--- src/rtl/phy_rx_lane_ctrl.sv ---
// Two-lane receive link trainer: finds the COM training run on both lanes, measures
// inter-lane skew at the first data byte, and delays the earlier lane so bytes pair up.
module phy_rx_lane_ctrl #(
    parameter logic [7:0] COM_SYM    = 8'hBC,
    parameter int         TS_COUNT   = 4,
    parameter int         MAX_SKEW   = 3,
    parameter int         LOSS_LIMIT = 8
) (
    input  logic       clk_4f,
    input  logic       reset,
    input  logic [7:0] data_in_0,
    input  logic       valid_in_0,
    input  logic [7:0] data_in_1,
    input  logic       valid_in_1,
    output logic [7:0] data_out_0,
    output logic [7:0] data_out_1,
    output logic       valid_out,
    output logic       link_up,
    output logic [1:0] state,
    output logic [1:0] skew,
    output logic       skew_lane,
    output logic [3:0] err_count
);

    localparam int CW = $clog2(TS_COUNT + 1);
    localparam int SW = $clog2(MAX_SKEW + 2);
    localparam int LW = $clog2(LOSS_LIMIT + 1);

    typedef enum logic [1:0] {
        ST_RESET  = 2'd0,
        ST_DETECT = 2'd1,
        ST_ALIGN  = 2'd2,
        ST_ACTIVE = 2'd3
    } state_t;

    state_t         state_q, state_d;
    logic [CW-1:0]  com_cnt_0, com_cnt_1, com_cnt_0_d, com_cnt_1_d;
    logic           seen_0, seen_1, seen_0_d, seen_1_d;
    logic [SW-1:0]  skew_cnt, skew_cnt_d;
    logic [LW-1:0]  loss_cnt_0, loss_cnt_1, loss_cnt_0_d, loss_cnt_1_d;
    logic [1:0]     skew_d;
    logic           skew_lane_d;
    logic           err_inc;
    logic           flush;
    logic           trans_0, trans_1;

    logic [MAX_SKEW-1:0][7:0] dly_data_0, dly_data_1;
    logic [MAX_SKEW-1:0]      dly_valid_0, dly_valid_1;
    logic [MAX_SKEW:0][7:0]   tap_data_0, tap_data_1;
    logic [MAX_SKEW:0]        tap_valid_0, tap_valid_1;
    logic [1:0]               sel_0, sel_1;
    logic                     out_valid_d;

    function automatic logic [CW-1:0] com_next(input logic [CW-1:0] cnt, input logic v,
                                               input logic [7:0] d);
        if (!v)
            return cnt;
        if (d != COM_SYM)
            return '0;
        return (cnt == CW'(TS_COUNT)) ? cnt : cnt + 1'b1;
    endfunction

    function automatic logic [LW-1:0] loss_next(input logic [LW-1:0] cnt, input logic v);
        if (v)
            return '0;
        return (cnt == LW'(LOSS_LIMIT)) ? cnt : cnt + 1'b1;
    endfunction

    // Tap 0 is the live input; tap k is the byte seen k cycles ago.
    assign tap_data_0  = {dly_data_0, data_in_0};
    assign tap_data_1  = {dly_data_1, data_in_1};
    assign tap_valid_0 = {dly_valid_0, valid_in_0};
    assign tap_valid_1 = {dly_valid_1, valid_in_1};

    assign trans_0 = valid_in_0 && (data_in_0 != COM_SYM);
    assign trans_1 = valid_in_1 && (data_in_1 != COM_SYM);

    always_ff @(posedge clk_4f or posedge reset) begin
        if (reset) begin
            state_q    <= ST_RESET;
            com_cnt_0  <= '0;
            com_cnt_1  <= '0;
            seen_0     <= 1'b0;
            seen_1     <= 1'b0;
            skew_cnt   <= '0;
            loss_cnt_0 <= '0;
            loss_cnt_1 <= '0;
            skew       <= 2'd0;
            skew_lane  <= 1'b0;
            err_count  <= 4'd0;
        end else begin
            state_q    <= state_d;
            com_cnt_0  <= com_cnt_0_d;
            com_cnt_1  <= com_cnt_1_d;
            seen_0     <= seen_0_d;
            seen_1     <= seen_1_d;
            skew_cnt   <= skew_cnt_d;
            loss_cnt_0 <= loss_cnt_0_d;
            loss_cnt_1 <= loss_cnt_1_d;
            skew       <= skew_d;
            skew_lane  <= skew_lane_d;
            if (err_inc && (err_count != 4'hF))
                err_count <= err_count + 4'd1;
        end
    end

    // skew_cnt holds the distance in cycles since the first lane transitioned.
    always_comb begin
        state_d      = state_q;
        com_cnt_0_d  = '0;
        com_cnt_1_d  = '0;
        seen_0_d     = 1'b0;
        seen_1_d     = 1'b0;
        skew_cnt_d   = '0;
        loss_cnt_0_d = '0;
        loss_cnt_1_d = '0;
        skew_d       = skew;
        skew_lane_d  = skew_lane;
        err_inc      = 1'b0;
        flush        = 1'b0;
        case (state_q)
            ST_RESET: begin
                state_d = ST_DETECT;
            end
            ST_DETECT: begin
                com_cnt_0_d = com_next(com_cnt_0, valid_in_0, data_in_0);
                com_cnt_1_d = com_next(com_cnt_1, valid_in_1, data_in_1);
                if ((com_cnt_0_d >= CW'(TS_COUNT)) && (com_cnt_1_d >= CW'(TS_COUNT))) begin
                    state_d     = ST_ALIGN;
                    com_cnt_0_d = '0;
                    com_cnt_1_d = '0;
                end
            end
            ST_ALIGN: begin
                seen_0_d   = seen_0;
                seen_1_d   = seen_1;
                skew_cnt_d = skew_cnt;
                if (!seen_0 && !seen_1) begin
                    if (trans_0 && trans_1) begin
                        skew_d      = 2'd0;
                        skew_lane_d = 1'b0;
                        state_d     = ST_ACTIVE;
                    end else if (trans_0 || trans_1) begin
                        seen_0_d    = trans_0;
                        seen_1_d    = trans_1;
                        skew_lane_d = trans_1;
                        skew_cnt_d  = SW'(1);
                    end
                end else if (skew_cnt > SW'(MAX_SKEW)) begin
                    state_d = ST_DETECT;
                    err_inc = 1'b1;
                end else if (seen_0 ? trans_1 : trans_0) begin
                    skew_d  = skew_cnt[1:0];
                    state_d = ST_ACTIVE;
                end else begin
                    skew_cnt_d = skew_cnt + 1'b1;
                end
            end
            ST_ACTIVE: begin
                loss_cnt_0_d = loss_next(loss_cnt_0, valid_in_0);
                loss_cnt_1_d = loss_next(loss_cnt_1, valid_in_1);
                if ((loss_cnt_0_d >= LW'(LOSS_LIMIT)) || (loss_cnt_1_d >= LW'(LOSS_LIMIT))) begin
                    state_d      = ST_DETECT;
                    err_inc      = 1'b1;
                    flush        = 1'b1;
                    loss_cnt_0_d = '0;
                    loss_cnt_1_d = '0;
                end
            end
            default: state_d = ST_RESET;
        endcase
    end

    // Tap selection uses next-cycle skew so the first aligned pair leaves on the entry edge.
    always_comb begin
        sel_0       = (skew_lane_d == 1'b0) ? skew_d : 2'd0;
        sel_1       = (skew_lane_d == 1'b1) ? skew_d : 2'd0;
        out_valid_d = (state_d == ST_ACTIVE) && tap_valid_0[sel_0] && tap_valid_1[sel_1];
    end

    always_ff @(posedge clk_4f or posedge reset) begin
        if (reset) begin
            dly_data_0  <= '0;
            dly_data_1  <= '0;
            dly_valid_0 <= '0;
            dly_valid_1 <= '0;
            data_out_0  <= 8'd0;
            data_out_1  <= 8'd0;
            valid_out   <= 1'b0;
        end else begin
            dly_data_0  <= tap_data_0[MAX_SKEW-1:0];
            dly_data_1  <= tap_data_1[MAX_SKEW-1:0];
            dly_valid_0 <= flush ? '0 : tap_valid_0[MAX_SKEW-1:0];
            dly_valid_1 <= flush ? '0 : tap_valid_1[MAX_SKEW-1:0];
            valid_out   <= out_valid_d;
            if (out_valid_d) begin
                data_out_0 <= tap_data_0[sel_0];
                data_out_1 <= tap_data_1[sel_1];
            end
        end
    end

    assign state   = state_q;
    assign link_up = (state_q == ST_ACTIVE);

endmodule

--- config.mk ---
export PLATFORM = sky130hd
export DESIGN_NAME = phy_rx_lane_ctrl
export DESIGN_NICKNAME = d
export VERILOG_FILES = /design/src/rtl/phy_rx_lane_ctrl.sv
export SDC_FILE = /design/constraint.sdc
export NUM_CORES = 1
export LEC_CHECK = 0
export CAP_MARGIN = 10
export CORE_MARGIN = 5
export CORE_UTILIZATION = 30
export DETAILED_ROUTE_END_ITERATION = 6
export SYNTH_ARGS = -nofsm -noshare
export SYNTH_HDL_FRONTEND = slang
export SYNTH_SLANG_ARGS = --single-unit
--- constraint.sdc ---
create_clock -name clk_4f -period 2.77 [get_ports clk_4f]
set_input_delay 0.277 -clock clk_4f [delete_from_list [all_inputs] [get_ports clk_4f]]
set_output_delay 0.277 -clock clk_4f [all_outputs]
set_load 0.01 [all_outputs]
Word level (Yosys, flattened, before mapping)
Cells that the tools add are included.
{"block": "classes", "n_eq_ne": 18, "addsub": 6, "n_reduce_logical": 15, "n_mux": 90, "n_lt_le_gt_ge": 7}
{"cell": "$mux W3", "n": 24}
{"cell": "$mux W4", "n": 12}
{"cell": "$mux W1", "n": 33}
{"cell": "$bmux W8 S2", "n": 2}
{"cell": "$mux W2", "n": 13}
{"cell": "$mux W8", "n": 2}
{"cell": "$ne A8 B8 Y1 const B", "n": 2}
{"cell": "$add A4 B1 Y4 const B", "n": 3}
{"cell": "$ne A3 B3 Y1 const B", "n": 4}
{"cell": "$add A3 B1 Y3 const B", "n": 3}
{"cell": "$eq A4 B4 Y1 const B", "n": 2}
{"cell": "$ge A4 B4 Y1 const B", "n": 2}
{"cell": "$logic_and A1 B1 Y1", "n": 8}
{"cell": "$pmux W2 S4", "n": 1}
{"cell": "$eq A2 B2 Y1 const B", "n": 3}
{"cell": "$eq A3 B3 Y1 const B", "n": 2}
{"cell": "$ge A3 B3 Y1 const B", "n": 2}
{"cell": "$lt A2 B3 Y1 const B", "n": 2}
{"cell": "$ne A2 B2 Y1 const B", "n": 3}
{"cell": "$bmux W1 S2", "n": 2}
{"cell": "$ne A4 B4 Y1 const B", "n": 1}
{"cell": "$reduce_and A4 Y1", "n": 1}
{"cell": "$gt A3 B2 Y1 const B", "n": 1}
{"cell": "$reduce_and A3 Y1", "n": 1}
{"cell": "other kinds (5)", "n": 7}
{"block": "totals", "elab_cells": 158, "reg_bits": 99, "output_inout_bits": 27}

Logic depth before layout (Yosys ltp)
Gate-level depths: netlist (run 1).
{"block": "depth", "word_depth": 14, "ltp_mapped": 13, "depth_no_buf": 11}

Least setup slack after synthesis (run 1)
OpenSTA, ideal clock, no wires.
{"block": "synth_timing", "path_kind": "reg-to-reg", "startpoint": "reg skew_cnt[0]", "endpoint": "reg data_out_0[7]", "synth_period_minus_slack_ns": 2.822, "arrival_time_ns": 2.697, "path_buffers": 2, "stages_incl_launch_ff": 13, "setup_ns": 0.125, "setup_slack_ns": -0.052, "path_cell_list": "dfrtp_1 > ha_1 > ha_1 > inv_1 > a311oi_2 > o211a_1 > o21a_1 > buf_6 > a21oi_4 > o32ai_4 > a211oi_4 > buf_12 > mux2_4"}
{"block": "synth_between", "elab_chain_len": 9}
{"item": "from (decl)", "line": "39", "source": "logic [SW-1:0] skew_cnt, skew_cnt_d;"}
{"item": "from (signal assigned)", "line": "97", "source": "skew_cnt <= skew_cnt_d;"}
{"item": "$gt A3 B2 Y1 / $mux W2 (equally long branches)", "line": "149, 152"}
{"item": "$mux W2", "line": "149", "source": "end else if (skew_cnt > SW'(MAX_SKEW)) begin"}
{"item": "$mux W2", "line": "138", "source": "if (!seen_0 && !seen_1) begin"}
{"item": "$mux W2", "line": "121", "source": "case (state_q)"}
{"item": "$mux W2", "line": "176", "source": "sel_0 = (skew_lane_d == 1'b0) ? skew_d : 2'd0;"}
{"item": "$bmux W1 S2", "line": "178", "source": "out_valid_d = (state_d == ST_ACTIVE) && tap_valid_0[sel_0] && tap_valid_1[sel_1];"}
{"item": "$mux W1 (not written as such)", "line": "178"}
{"item": "$logic_and A1 B1 Y1", "line": "178"}
{"item": "$logic_and A1 B1 Y1 (*)", "line": "178"}
{"item": "named net out_valid_d", "line": "52", "source": "logic out_valid_d;"}
{"item": "to (signal assigned)", "line": "197", "source": "data_out_0 <= tap_data_0[sel_0];"}
{"item": "to (decl)", "line": "15", "source": "output logic [7:0] data_out_0,"}
Mark *: on every way through the listed nets, which the timed path passes. The rest lies on a longest branch. The select of a mux whose other input is x is not followed.
A chain may end at the register's enable or synchronous reset.

Final worst setup path (run 1)
{"block": "layout_timing", "startpoint": "in data_in_1[5]", "endpoint": "reg data_out_0[4]"}
{"block": "layout_between", "elab_chain_len": 14}
{"item": "from (decl)", "line": "13", "source": "input logic [7:0] data_in_1,"}
{"item": "$ne A8 B8 Y1 (*)", "line": "58, 76"}
{"item": "$mux W1 (2 in a row)", "line": "58", "source": "if (d != COM_SYM)"}
{"item": "$mux W1", "line": "121"}
{"item": "$mux W3", "line": "60", "source": "return (cnt == CW'(TS_COUNT)) ? cnt : cnt + 1'b1;"}
{"item": "$mux W3", "line": "58"}
{"item": "$mux W3", "line": "121"}
{"item": "$ge A3 B3 Y1", "line": "128", "source": "if ((com_cnt_0_d >= CW'(TS_COUNT)) && (com_cnt_1_d >= CW'(TS_COUNT))) begin"}
{"item": "$logic_and A1 B1 Y1", "line": "128"}
{"item": "$mux W2", "line": "128"}
{"item": "$pmux W2 S4", "line": "121"}
{"item": "$eq A2 B2 Y1", "line": "178"}
{"item": "$logic_and A1 B1 Y1 (2 in a row)", "line": "178"}
Every way passes the cells marked *; elsewhere a longest branch is shown, timed or not. The select of a mux whose other input is x is not followed.

==> impl_metrics.json, run 1 <==
{
  "timing.rr.end": "data_out_1[5]",
  "num_rows": 44,
  "crit_path_end_kind": "flip-flop",
  "place_inst": 624,
  "p_leak_nw": 2.607,
  "synth_seq_area_share_pct": 57.09,
  "violations": "setup timing",
  "start_util_pct": 30.20,
  "synth_edf_count": 0,
  "ys_ff_latch": 99,
  "wl_per_cell_um": 15.39,
  "grt_usage_pct": 12.26,
  "dr.pass1.iters": 5,
  "grt_pass1_wl_um": 16190,
  "dpl_worst_slack_ns": -0.4785,
  "clockBufferDepth": 2,
  "crit_type": "in2reg",
  "cts_tree": "done",
  "vias": 3078,
  "cpMaxStageDelayCell": "clkdlybuf4s50_1",
  "netlist-cell-type-count": 60,
  "async_reset_ff_share_pct": 100.0,
  "maxCapViolCount": 0,
  "synth_ff_type": "dfrtp_1",
  "r2r_slack_ns": -0.09,
  "grt_pass1_vias": 3247,
  "antenna_found_initial": 0,
  "tightest_slew_ns": 0.5528,
  "cts_root_buf": "clkbuf_16",
  "min_to": "dly_data_1[8]",
  "min_path_type": "reg2reg",
  "seq_area_um2": 2477,
  "r2r.worst_path.cells": 13,
  "finalCritPeriodShare_pct": 104.3,
  "setup_slack_ns": -0.1196,
  "die_area_um2": 16970,
  "die_x_um": 130.3,
  "ys_warn_count": 0,
  "finalSetupViolCount": 16,
  "ios": 47,
  "reg2reg_from": "skew_cnt[0]",
  "grt_max_degree": 100,
  "min_path_cells": 0,
  "clk-insertion-delay-late_ns": 0.34,
  "slew_headroom_pct": 63.14,
  "mostFrequentLayoutCells": "dfrtp_1, buf_4, clkdlybuf4s50_1",
  "cts_hold_buf": 0,
  "netlist_area_um2": 4339,
  "critical_path_arrival_ns": 3.11,
  "crit_path_max_incr_delay_ns": 0.58,
  "num_antenna_cells": 0,
  "drt_first_iter_violations": 203,
  "finalSetupTns_ns": -1.437,
  "fin_skew_ns": 0.007690,
  "post-route-drc-count": 0,
  "drive_above_1_share_pct": 26.90,
  "gp_congestion": 0.7891,
  "n_fill_cell": 1327,
  "synth.avg_cell_area_um2": 12.58,
  "finalHoldViolCount": 0,
  "critPathLaunchType": "primary input",
  "fin_cells": 645,
  "area_delta_synth_final_pct": 35.64,
  "ant_nets": 0,
  "grt_setup_unrepaired": "true",
  "status": "finished, violations left",
  "drt_wl_total_um": 9924,
  "synthCells": 345,
  "power_density_nw_per_um2": 539.9,
  "multi_input_area_um2": 1795,
  "max_freq_mhz": 346.1,
  "htreeDepth": 3,
  "maxSlewViolCount": 0,
  "cts_sinks": 99,
  "ir_worst_vdd_mv": 0.2314,
  "fin_crit_ns": 2.890,
  "num-nets-final": 488,
  "cp_cell_sequence": "clkdlybuf4s50_1, nand4b_4, o21a_1, o211a_1, buf_6, o21a_4, buf_4, a21oi_4, o32ai_4, a211oi_4, buf_12, mux2_2",
  "grt-ovfl-total": 0,
  "core_um2": 14370,
  "port_buffers": 46,
  "numCtsBuffers": 9,
  "clkTransAtPathRegs_ns": 0.06,
  "min_from": "dly_data_1[0]",
  "total_power_w": 0.003178,
  "layout_commonest_cell": "dfrtp_1",
  "cp_max_fo": 13,
  "hpwl_um": 6864,
  "crit_required_ns": 2.99,
  "avgViaCountPerCell": 4.772,
  "die_height_um": 130.3
}
## where the power goes
| part | switching (W) | internal [W] | total, W |
|---|---|---|---|
| combinational | 0.000129 | 0.000161 | 0.000289 |
| clock | 0.000532 | 0.000793 | 0.00132 |
| sequential | 0.0000439 | 0.00152 | 0.00156 |
| total | 0.000704 | 0.00247 | 0.00318 |
## through the flow
| stage | hold WS, ns | instance area [um2] | util (%) |
|---|---|---|---|
| finish | 0.3767 | 5886 | 40.96 |
| global route | 0.3873 | 5886 | 40.96 |
| CTS | 0.3799 | 5882 | 40.94 |
| detailed placement | 0.3619 | 5464 | 38.03 |
| global placement | 0.3550 | 5464 | 38.03 |
| floorplan | 0.3084 | 4377 | - |
## critical path, delay by kind of cell
family / cells / cell delay [ns]
compound gates: 6 / 1.25
buf+inv: 4 / 1.07
mux: 1 / 0.35
simple gates: 1 / 0.15
## synth_stat cells (all sizes together), types with 5 or more instances
cell	n	area, um2
a21oi	21	116.4
a31oi	13	81.33
buf	6	57.55
dfrtp	99	2477
ha	11	137.6
inv	19	76.32
mux2	21	274.0
mux2i	19	190.2
nand2	20	77.58
nand3	6	30.03
nor2	25	93.84
nor2b	7	43.79
o21ai	7	50.05
o22ai	9	56.30
o32ai	9	97.60
xnor2	5	43.79
## sequential cells by signal (all words and copies together) (netlist names), 2 cells and up
signal,count
loss_cnt_1,4
skew_cnt,3
data_out_0,8
data_out_1,8
dly_valid_1,3
dly_valid_0,3
com_cnt_1,3
dly_data_0,24
dly_data_1,24
state,2
loss_cnt_0,4
skew,2
err_count,4
com_cnt_0,3
## worst max-delay path by stage
stage                             from            end  slack [ns]  cells past startpoint
final                     data_in_1[5]  data_out_0[4]       -0.12                     12
after global routing       skew_cnt[1]  data_out_1[4]       -0.19                     13
after CTS                  skew_cnt[1]  data_out_0[4]       -0.08                     13
after detailed placement  data_in_1[5]  data_out_1[0]       -0.48                     11
after global placement    data_in_1[7]  data_out_0[7]       -0.42                     11
after floorplan            skew_cnt[0]  data_out_0[7]       0.004                     13
## routing by layer
layer	up-vias	share of wire, %	track usage (%)
met5	-	0	0
met4	0	1.5	4.034
met3	14	4.1	2.579
met2	69	49	20.37
met1	1532	45	15.98
li1	1463	-	-
## area by class of cell
type,instances,area share [%]
clock inverter,5,1.446
inverter,19,1.403
sequential,99,42.09
tap,184,3.912
multi-input combinational,219,30.51
clock buffer,10,3.890
timing repair buffer,109,16.75
## timing repair
item,in CTS,in global routing
pin swaps,4,2
setup buffers,6,0
gates resized for setup,12,1
setup endpoints to repair,16,16
## kinds of logic after synthesis
group,count (synthesis),share of synthesized area (%)
AOI/OAI and AO/OA,79,13.64
xor gates and xnor gates,8,1.615
adders and majority gates,11,3.172
buffers and inverters,28,3.345
DFF,99,57.09
muxes,40,10.70
other,1,0.08642
and+or+nand+nor,79,10.35
No activity file was read; power rests on OpenSTA's default activity.
==> run 2, diff against run 1 <==
==> constraint.sdc (replaced) <==
create_clock -name clk_4f -period 3.45 [get_ports clk_4f]
set_input_delay 0.345 -clock clk_4f [delete_from_list [all_inputs] [get_ports clk_4f]]
set_output_delay 0.345 -clock clk_4f [all_outputs]
set_load 0.01 [all_outputs]
==> impl_metrics.json, run 2 (synthesis results as in run 1) <==
{
  "hold_ws_ns": 0.3706,
  "num_antenna_cells": 0,
  "crit_path_end_kind": "flip-flop",
  "p_leak_nw": 2.451,
  "grtUsageMet3_pct": 3.397,
  "tightest_slew_ns": 0.6121,
  "finalCritPeriodShare_pct": 88.09,
  "grt_usage_pct": 12.17,
  "htreeDepth": 3,
  "gr-usage-met1_pct": 16.21,
  "hpwl_um": 6841,
  "clk-insertion-delay-late_ns": 0.35,
  "drt_first_iter_violations": 211,
  "max_freq_mhz": 329.0,
  "layout_commonest_cell": "dfrtp_1",
  "grt_setup_unrepaired": "false",
  "grt_max_degree": 52,
  "critPathLaunchType": "flip-flop",
  "finalSetupViolCount": 0,
  "finalHoldViolCount": 0,
  "cts_tree": "done",
  "ant_nets": 0,
  "post-route-drc-count": 0,
  "vias": 2953,
  "core_um2": 14370,
  "num-nets-final": 462,
  "crit_type": "reg2reg",
  "post_cts_resized": 0,
  "area_delta_synth_final_pct": 27.62,
  "status": "finished, final reports clean",
  "setup_slack_ns": 0.4108,
  "n_fill_cell": 1351,
  "grtUsageMet2_pct": 18.98,
  "port_buffers": 46,
  "cts_sinks": 99,
  "slew_headroom_pct": 59.19,
  "cts_root_buf": "clkbuf_16",
  "start_util_pct": 30.20,
  "mostFrequentLayoutCells": "dfrtp_1, clkdlybuf4s50_1, buf_4",
  "num_rows": 44,
  "crit_required_ns": 3.68,
  "die_height_um": 130.3,
  "maxSlewViolCount": 0,
  "wl_per_cell_um": 15.56,
  "gp_congestion": 0.8804,
  "numCtsBuffers": 9,
  "total_power_w": 0.002399,
  "grt_pass1_wl_um": 15880,
  "ir_worst_vdd_mv": 0.2348,
  "antenna_found_initial": 0,
  "clkTransAtPathRegs_ns": 0.07,
  "top_regs": "dly_data_0: 24 flops, dly_data_1: 24 flops",
  "clockBufferDepth": 2,
  "dr.pass1.iters": 4,
  "die_area_um2": 16970,
  "cp_max_fo": 14,
  "min_path_type": "reg2reg",
  "grt_pass1_vias": 3107,
  "fin_crit_ns": 3.039,
  "dpl_worst_slack_ns": -0.4221,
  "r2r_slack_ns": 0.41,
  "maxCapViolCount": 0,
  "avgViaCountPerCell": 4.771,
  "die_x_um": 130.3,
  "drt_wl_total_um": 9633,
  "grt-ovfl-total": 0,
  "ios": 47,
  "drive_above_1_share_pct": 20.92,
  "power_density_nw_per_um2": 433.2,
  "fin_skew_ns": 0.007253,
  "critical_path_arrival_ns": 3.27,
  "top_usage_layer": "met2"
}
## run 2: cell count changes in the layout (fill, tap and decap cells not counted), moves of 2 or more
| cell | delta |
|---|---|
| buf_4 | -21 |
| buf_6 | -4 |
| bufinv_16 | -2 |
| clkinv_2 | +2 |
| ha_1 | +2 |
| o21a_4 | -2 |
## run 2: per-stage QoR
stage               utilization [%]  setup TNS, ns  instances  cell area [um2]
global placement              36.49         -5.510        602             5243
floorplan                         -              0        346             4343
global route                  38.54              0        619             5538
CTS                           38.54              0        619             5538
finish                        38.54              0        619             5538
detailed placement            36.49         -6.097        602             5243
## run 2: timing repair
action,CTS,global route
setup endpoints to repair,16,0
hold buffers,0,0
buffers inserted,2,0
## run 2: worst max-delay path: stages (launching register included)
cell	delay (ns)
dfrtp_1	0.43
ha_1	0.19
ha_1	0.13
inv_1	0.07
a311oi_2	0.26
o211a_1	0.24
o21a_1	0.41
inv_6	0.04
mux2_4	0.31
o32ai_4	0.29
a211oi_4	0.07
buf_12	0.17
mux2_4	0.29
## run 2: routing by layer
metal,share of wire (%),wire length (um)
met1,46,4398
met5,0,0
met2,49,4720
met4,1.4,133
met3,4.0,381
## run 2: final cells by class
type	instances	area, um2	share of cell area, %
Inverter	19	78.83	1.423
Timing Repair Buffer	83	763.2	13.78
Clock buffer	9	225.2	4.067
Multi-Input combinational cell	219	1720	31.07
Tap cell	184	230.2	4.157
Sequential cell	99	2477	44.74
Clock inverter	6	42.54	0.7682
## run 2: path summary, 6_finish.rpt
| path | startpoint | endpoint | depth (start not counted) |
|---|---|---|---|
| setup / recovery | skew_cnt[0] | data_out_1[5] | 12 |
| hold / removal | dly_data_0[2] | dly_data_0[10] | 0 |
| setup reg to reg | skew_cnt[0] | data_out_1[5] | 12 |
| hold reg to reg | dly_data_0[2] | dly_data_0[10] | 0 |
| max in group asynchronous | reset | com_cnt_0[2] | 3 |
| min in group asynchronous | reset | valid_out | 2 |
## run 2: power breakdown
| part | internal [W] | switching (W) |
|---|---|---|
| Clock | 0.000486 | 0.000431 |
| Combinational | 0.000125 | 0.000101 |
| Sequential | 0.00122 | 0.0000361 |
| Total | 0.00183 | 0.000567 |
==> run 3, diff against run 2 <==
--- a/config.mk
+++ b/config.mk
@@ -5,7 +5,7 @@
 export SDC_FILE = /design/constraint.sdc
 export NUM_CORES = 1
 export LEC_CHECK = 0
-export CAP_MARGIN = 10
+export CAP_MARGIN = 20
 export CORE_MARGIN = 5
 export CORE_UTILIZATION = 30
 export DETAILED_ROUTE_END_ITERATION = 6
==> results of run 3 <==
Final layout, timing and power as in run 2 (identical DEF).
